===== src/rtl/ta_ldd_pulse.sv =====
// Laser-diode pulse stage. Each accepted trigger edge waits a programmable
// delay, fires NPULSE drive pulses of PW cycles on a PP-cycle grid, then
// holds off HOLDOFF cycles before re-arming. Trigger edges arriving while
// busy are dropped and latched into a sticky overrun flag.
//
// Handshake: lddr_rdy high means the block is IDLE and the next rising edge
// of ldd_trig is accepted on that cycle; lddr_rdy drops the cycle after an
// accept and returns on the first IDLE cycle after the hold-off window.
module ta_ldd_pulse #(
  parameter int DLY_W   = 8,
  parameter int PW      = 25,
  parameter int PP      = 250,
  parameter int NPULSE  = 4,
  parameter int HOLDOFF = 500,
  parameter int CNT_W   = 4
) (
  input  logic             clk250,
  input  logic             rst,
  input  logic             ldd_trig,
  input  logic [DLY_W-1:0] ldd_dly,
  output logic             lddr_rdy,
  output logic             ldd_out,
  output logic             ldd_busy,
  output logic [CNT_W-1:0] pulse_cnt,
  input  logic             err_clr,
  output logic             ovr_err
);

  // One shared down-counter serves every timed state, so it must hold the
  // longest load value of any of them.
  localparam int MAX_A = (PP > HOLDOFF) ? PP : HOLDOFF;
  localparam int MAX_C = (MAX_A > (1 << DLY_W)) ? MAX_A : (1 << DLY_W);
  localparam int TW    = $clog2(MAX_C + 1);

  localparam logic [TW-1:0]    HI_LD = TW'(PW - 1);
  localparam logic [TW-1:0]    LO_LD = TW'(PP - PW - 1);
  localparam logic [TW-1:0]    HO_LD = TW'(HOLDOFF - 1);
  localparam logic [CNT_W-1:0] NP    = CNT_W'(NPULSE);

  typedef enum logic [2:0] {
    S_IDLE     = 3'd0,
    S_DELAY    = 3'd1,
    S_PULSE_HI = 3'd2,
    S_PULSE_LO = 3'd3,
    S_HOLD     = 3'd4
  } state_e;

  state_e           state_q, state_d;
  logic [TW-1:0]    tmr_q, tmr_d;
  logic [CNT_W-1:0] pulse_cnt_q, pulse_cnt_d;
  logic             trig_d_q, trig_d_d;
  logic             ldd_out_q, ldd_out_d;
  logic             lddr_rdy_q, lddr_rdy_d;
  logic             ldd_busy_q, ldd_busy_d;
  logic             ovr_err_q, ovr_err_d;
  logic             trig_edge;

  // Next-state, timer, pulse count, overrun flag and registered outputs.
  always_comb begin
    state_d     = state_q;
    tmr_d       = tmr_q;
    pulse_cnt_d = pulse_cnt_q;
    trig_d_d    = ldd_trig;
    ovr_err_d   = ovr_err_q;
    trig_edge   = ldd_trig & ~trig_d_q;

    case (state_q)
      S_IDLE: begin
        if (trig_edge) begin
          if (ldd_dly == '0) begin
            // Zero delay: first pulse starts the cycle after accept.
            state_d     = S_PULSE_HI;
            tmr_d       = HI_LD;
            pulse_cnt_d = CNT_W'(1);
          end else begin
            state_d     = S_DELAY;
            tmr_d       = TW'(ldd_dly) - TW'(1);
            pulse_cnt_d = '0;
          end
        end
      end
      S_DELAY: begin
        if (tmr_q == '0) begin
          state_d     = S_PULSE_HI;
          tmr_d       = HI_LD;
          pulse_cnt_d = pulse_cnt_q + CNT_W'(1);
        end else begin
          tmr_d = tmr_q - TW'(1);
        end
      end
      S_PULSE_HI: begin
        if (tmr_q == '0) begin
          if (pulse_cnt_q == NP) begin
            state_d = S_HOLD;
            tmr_d   = HO_LD;
          end else begin
            state_d = S_PULSE_LO;
            tmr_d   = LO_LD;
          end
        end else begin
          tmr_d = tmr_q - TW'(1);
        end
      end
      S_PULSE_LO: begin
        if (tmr_q == '0) begin
          state_d     = S_PULSE_HI;
          tmr_d       = HI_LD;
          pulse_cnt_d = pulse_cnt_q + CNT_W'(1);
        end else begin
          tmr_d = tmr_q - TW'(1);
        end
      end
      S_HOLD: begin
        if (tmr_q == '0) begin
          state_d = S_IDLE;
        end else begin
          tmr_d = tmr_q - TW'(1);
        end
      end
      default: begin
        state_d = S_IDLE;
        tmr_d   = '0;
      end
    endcase

    // A dropped edge sets the flag even if a clear arrives the same cycle.
    if (trig_edge && (state_q != S_IDLE)) begin
      ovr_err_d = 1'b1;
    end else if (err_clr) begin
      ovr_err_d = 1'b0;
    end

    // Outputs are registered copies of the state being entered.
    ldd_out_d  = (state_d == S_PULSE_HI);
    lddr_rdy_d = (state_d == S_IDLE);
    ldd_busy_d = (state_d != S_IDLE);
  end

  // State and output registers; reset forces the drive low immediately.
  always_ff @(posedge clk250 or negedge rst) begin
    if (!rst) begin
      state_q     <= S_IDLE;
      tmr_q       <= '0;
      pulse_cnt_q <= '0;
      trig_d_q    <= 1'b0;
      ldd_out_q   <= 1'b0;
      lddr_rdy_q  <= 1'b1;
      ldd_busy_q  <= 1'b0;
      ovr_err_q   <= 1'b0;
    end else begin
      state_q     <= state_d;
      tmr_q       <= tmr_d;
      pulse_cnt_q <= pulse_cnt_d;
      trig_d_q    <= trig_d_d;
      ldd_out_q   <= ldd_out_d;
      lddr_rdy_q  <= lddr_rdy_d;
      ldd_busy_q  <= ldd_busy_d;
      ovr_err_q   <= ovr_err_d;
    end
  end

  assign ldd_out   = ldd_out_q;
  assign lddr_rdy  = lddr_rdy_q;
  assign ldd_busy  = ldd_busy_q;
  assign pulse_cnt = pulse_cnt_q;
  assign ovr_err   = ovr_err_q;

endmodule


===== config.mk =====
export PLATFORM = sky130hd
export DESIGN_NAME = ta_ldd_pulse
export DESIGN_NICKNAME = d
export VERILOG_FILES = /design/src/rtl/ta_ldd_pulse.sv
export SDC_FILE = /design/constraint.sdc
export NUM_CORES = 1
export LEC_CHECK = 0
export ABC_AREA = 1
export CAP_MARGIN = 20
export CORE_MARGIN = 2
export CORE_UTILIZATION = 40
export DETAILED_ROUTE_END_ITERATION = 7
export PLACE_DENSITY = 0.61
export SYNTH_ARGS = -nofsm -noshare
export SYNTH_HDL_FRONTEND = slang
export SYNTH_SLANG_ARGS = --single-unit

===== constraint.sdc =====
create_clock -name clk250 -period 2.07 [get_ports clk250]
set_clock_uncertainty 0.1 [all_clocks]
set_input_delay 0.207 -clock clk250 [delete_from_list [all_inputs] [get_ports clk250]]
set_output_delay 0.207 -clock clk250 [all_outputs]
set_load 0.02 [all_outputs]

==> impl_metrics.tcl <==
set metrics [dict create \
    fin_area_sq_um 1930 \
    cts_tree "done" \
    use_met2_pct 28.6 \
    p_clk_share_pct 10.9 \
    crit_chain "inv_1 -> ha_1 -> inv_1 -> nor2_1 -> nand2_4 -> nor2_8 -> nand2_1 -> nand3_1 -> nand2_1 -> o21ai_2 -> nand2_2" \
    crit_type "reg2reg" \
    path_clk_slew_ns 0.08 \
    utilization_pct 49.1 \
    p_comb_share_pct 60.2 \
    rsz0062_at_grt "false" \
    drt-total-wl_um 3580 \
    cp.depth 11 \
    via_per_inst 4.93 \
    cts.sinks 21 \
    synth_area_leader_cell "dfrtp_1" \
    grt-busiest-layer "met2" \
    p_leak_nw 1.00 \
    coreArea_sq_um 3940 \
    grt_usage_pct 17.9 \
    grt_pass1_vias 1412 \
    crit_fanout 8 \
    post-cts-setup-buffer-count 0 \
    setup_violations 0 \
    synthCells 233 \
    tightest_slew_ns 0.357 \
    layout.area.seq_sq_um 527 \
    ctsHoldBuffers 0 \
    antenna_found_initial 0 \
    finalNetCount 277 \
    cpPeakStageDelay_ns 0.43 \
    fill_cells 397 \
    htreeDepth 1 \
    seq_power_share_pct 28.9 \
    drt_iter0_drc 91 \
    power_density_nw_per_um2 1340 \
    arrival_ns 1.92 \
    critPathRequiredTime_ns 2.13 \
    drt-pass1-iter-count 4 \
    syn_nets 251 \
    relSlewSlack_pct 76.0 \
    min_path_type "in2async" \
    ctsLongestPathBuffers 2 \
    worstSkewPairLatency_ns 0.27 \
    detail-route-antenna-nets 0 \
    multi_input_comb_area_sq_um 973 \
    grt_max_degree 22 \
    drc 0 \
    port_buffers 19 \
    p_int_mw 1.30 \
    period_needed_ns 1.86 \
    area_growth_pct 19.3 \
    crit_buf_inv 2 \
    final_layout_size_suffix_gt1_share_pct 13.2 \
    hold_viol 0 \
    dpl.hpwl_um 2850 \
    place_congestion 0.874 \
    synth_top_cell_area_share_pct 30.9 \
    setup_slack_ns 0.210 \
    place_area_sq_um 1890 \
    clock-root-buffer "clkbuf_8" \
    outcome "finished, final reports clean" \
    syn-mean-instance-area_sq_um 6.96 \
    dieArea_sq_um 4580 \
    diodes 0 \
    use_met3_pct 1.67 \
    die_w_um 67.7 \
    die_height_um 67.7 \
    cts_buffers 3 \
    netlist_area_sq_um 1620 \
    crit_family "simple AND/OR/NAND/NOR gates" \
    cp_slowest_cell "dfrtp_1" \
    ys_seq_elements 21 \
    crit_path_end_kind "flop" \
    synth_warnings 0 \
    globalRoute.totalOverflow 0 \
    post-place-ws_ns 0.142 \
    grt_pass1_wl_um 6290 \
    ir_drop_mv 0.417 \
    ff2ff_path_depth 11 \
    num_rows 23 \
    p_sw_mw 1.29 \
    yosysUniqueCellTypes 31 \
    cp-start-kind "flop" \
    routedWlPerCell_um 11.6 \
    fmax_mhz 538 \
    grt_use_met1_pct 25.2 \
    io-pin-count 20 \
    cts_resized 0 \
    p_sw_share_pct 49.9 \
    synthTopCellsByArea "dfrtp_1 31%, nand2_1 18%, nand3_1 6.5%, inv_1 6.0%, ha_1 4.6%" \
    via_count 1519 \
    post-route-period-util_pct 89.9 \
    finalSetupTns_ns 0 \
    yosysSeqAreaShare_pct 32.5 \
    cap_violations 0 \
    drv_slew 0 \
    start_util_pct 41.1 \
]
[power by group through the flow]
stage	clock network (mW)	logic, mW	registers, mW
global placement	0	1.56	0.756
floorplan	0	1.10	0.792
finish	0.283	1.56	0.750
CTS	0.290	1.57	0.749
global route	0.304	1.78	0.774
detailed placement	0	1.56	0.753
[worst register-to-register path, delay by kind of cell (launching register included)]
kind,cells,cell delay [ns]
fa+ha+maj,1,0.18
compound gates,1,0.12
buf+inv,2,0.16
flops,1,0.43
simple gates,7,0.76
[state kept, by name (all words and copies together), names as in the netlist]
name	cells
ldd_busy	1
ldd_out	1
lddr_rdy	1
ovr_err	1
pulse_cnt	4
state_q	3
tmr_q	9
trig_d_q	1
[placed cells by master (no fill, tap or decap), drive strengths merged, types with 3 or more instances in the layout]
cell            n
nand4           3
nand2          83
ha              6
clkdlybuf4s50  19
dfrtp          20
nand3          22
o21ai          19
nor2           26
clkbuf          4
inv            31
xor2            5
a21oi           5
[synthesized netlist by cell type]
| master | n |
|---|---|
| a21boi_0 | 1 |
| a21oi_1 | 3 |
| a21oi_4 | 2 |
| clkinv_2 | 1 |
| dfrtp_1 | 20 |
| dfstp_2 | 1 |
| ha_1 | 6 |
| inv_1 | 26 |
| inv_2 | 5 |
| nand2_1 | 76 |
| nand2_2 | 3 |
| nand2_4 | 4 |
| nand2b_1 | 1 |
| nand3_1 | 21 |
| nand3_2 | 1 |
| nand3b_1 | 2 |
| nand4_1 | 3 |
| nor2_1 | 18 |
| nor2_2 | 5 |
| nor2_4 | 2 |
| nor2_8 | 1 |
| nor3_1 | 1 |
| nor3_2 | 1 |
| o21ai_0 | 15 |
| o21ai_1 | 2 |
| o21ai_2 | 2 |
| o22ai_1 | 1 |
| or2_1 | 1 |
| or2_2 | 1 |
| xnor2_1 | 2 |
| xor2_1 | 5 |
[routing by layer]
layer  part of all wire [%]  routed length [um]
met1                     51                1820
met2                     43                1520
met3                    4.6                 164
met4                    2.0                  73
met5                      0                   0
[metrics by stage]
step,total power [mW],hold WS (ns),cells
final,2.59,0.182,308
after CTS,2.61,0.192,308
after global placement,2.32,0.415,304
after floorplan,1.90,-0.189,233
after global routing,2.86,0.218,308
after detailed placement,2.32,0.423,304
[final timing paths]
path	startpoint	end	slack, ns
min in group clk250	ldd_trig	trig_d_q$_DFF_PN0_	0.30
hold reg to reg	ovr_err$_DFFE_PN0P_	ovr_err$_DFFE_PN0P_	0.43
setup / recovery	tmr_q[0]$_DFFE_PN0P_	tmr_q[1]$_DFFE_PN0P_	0.21
setup reg to reg	tmr_q[0]$_DFFE_PN0P_	tmr_q[1]$_DFFE_PN0P_	0.21
hold / removal	rst	state_q[1]$_DFF_PN0_	0.18
max in group asynchronous	rst	lddr_rdy$_DFF_PN1_	1.41
[kinds of logic after synthesis]
group           after synthesis  share of synthesized area, %
simple gates                141                          41.5
buf+inv                      32                          7.48
compound gates               26                          10.1
flops                        21                          32.5
xor+xnor                      7                          3.78
fa+ha+maj                     6                          4.63
[final cells by class]
| cell class | count | area share [%] |
|---|---|---|
| multi-input combinational | 180 | 50.3 |
| sequential | 21 | 27.2 |
| timing repair buffer | 21 | 10.6 |
| inverter | 32 | 6.27 |
| tap | 50 | 3.23 |
| clock buffer | 4 | 2.33 |
No activity file was read; power rests on OpenSTA's default activity.
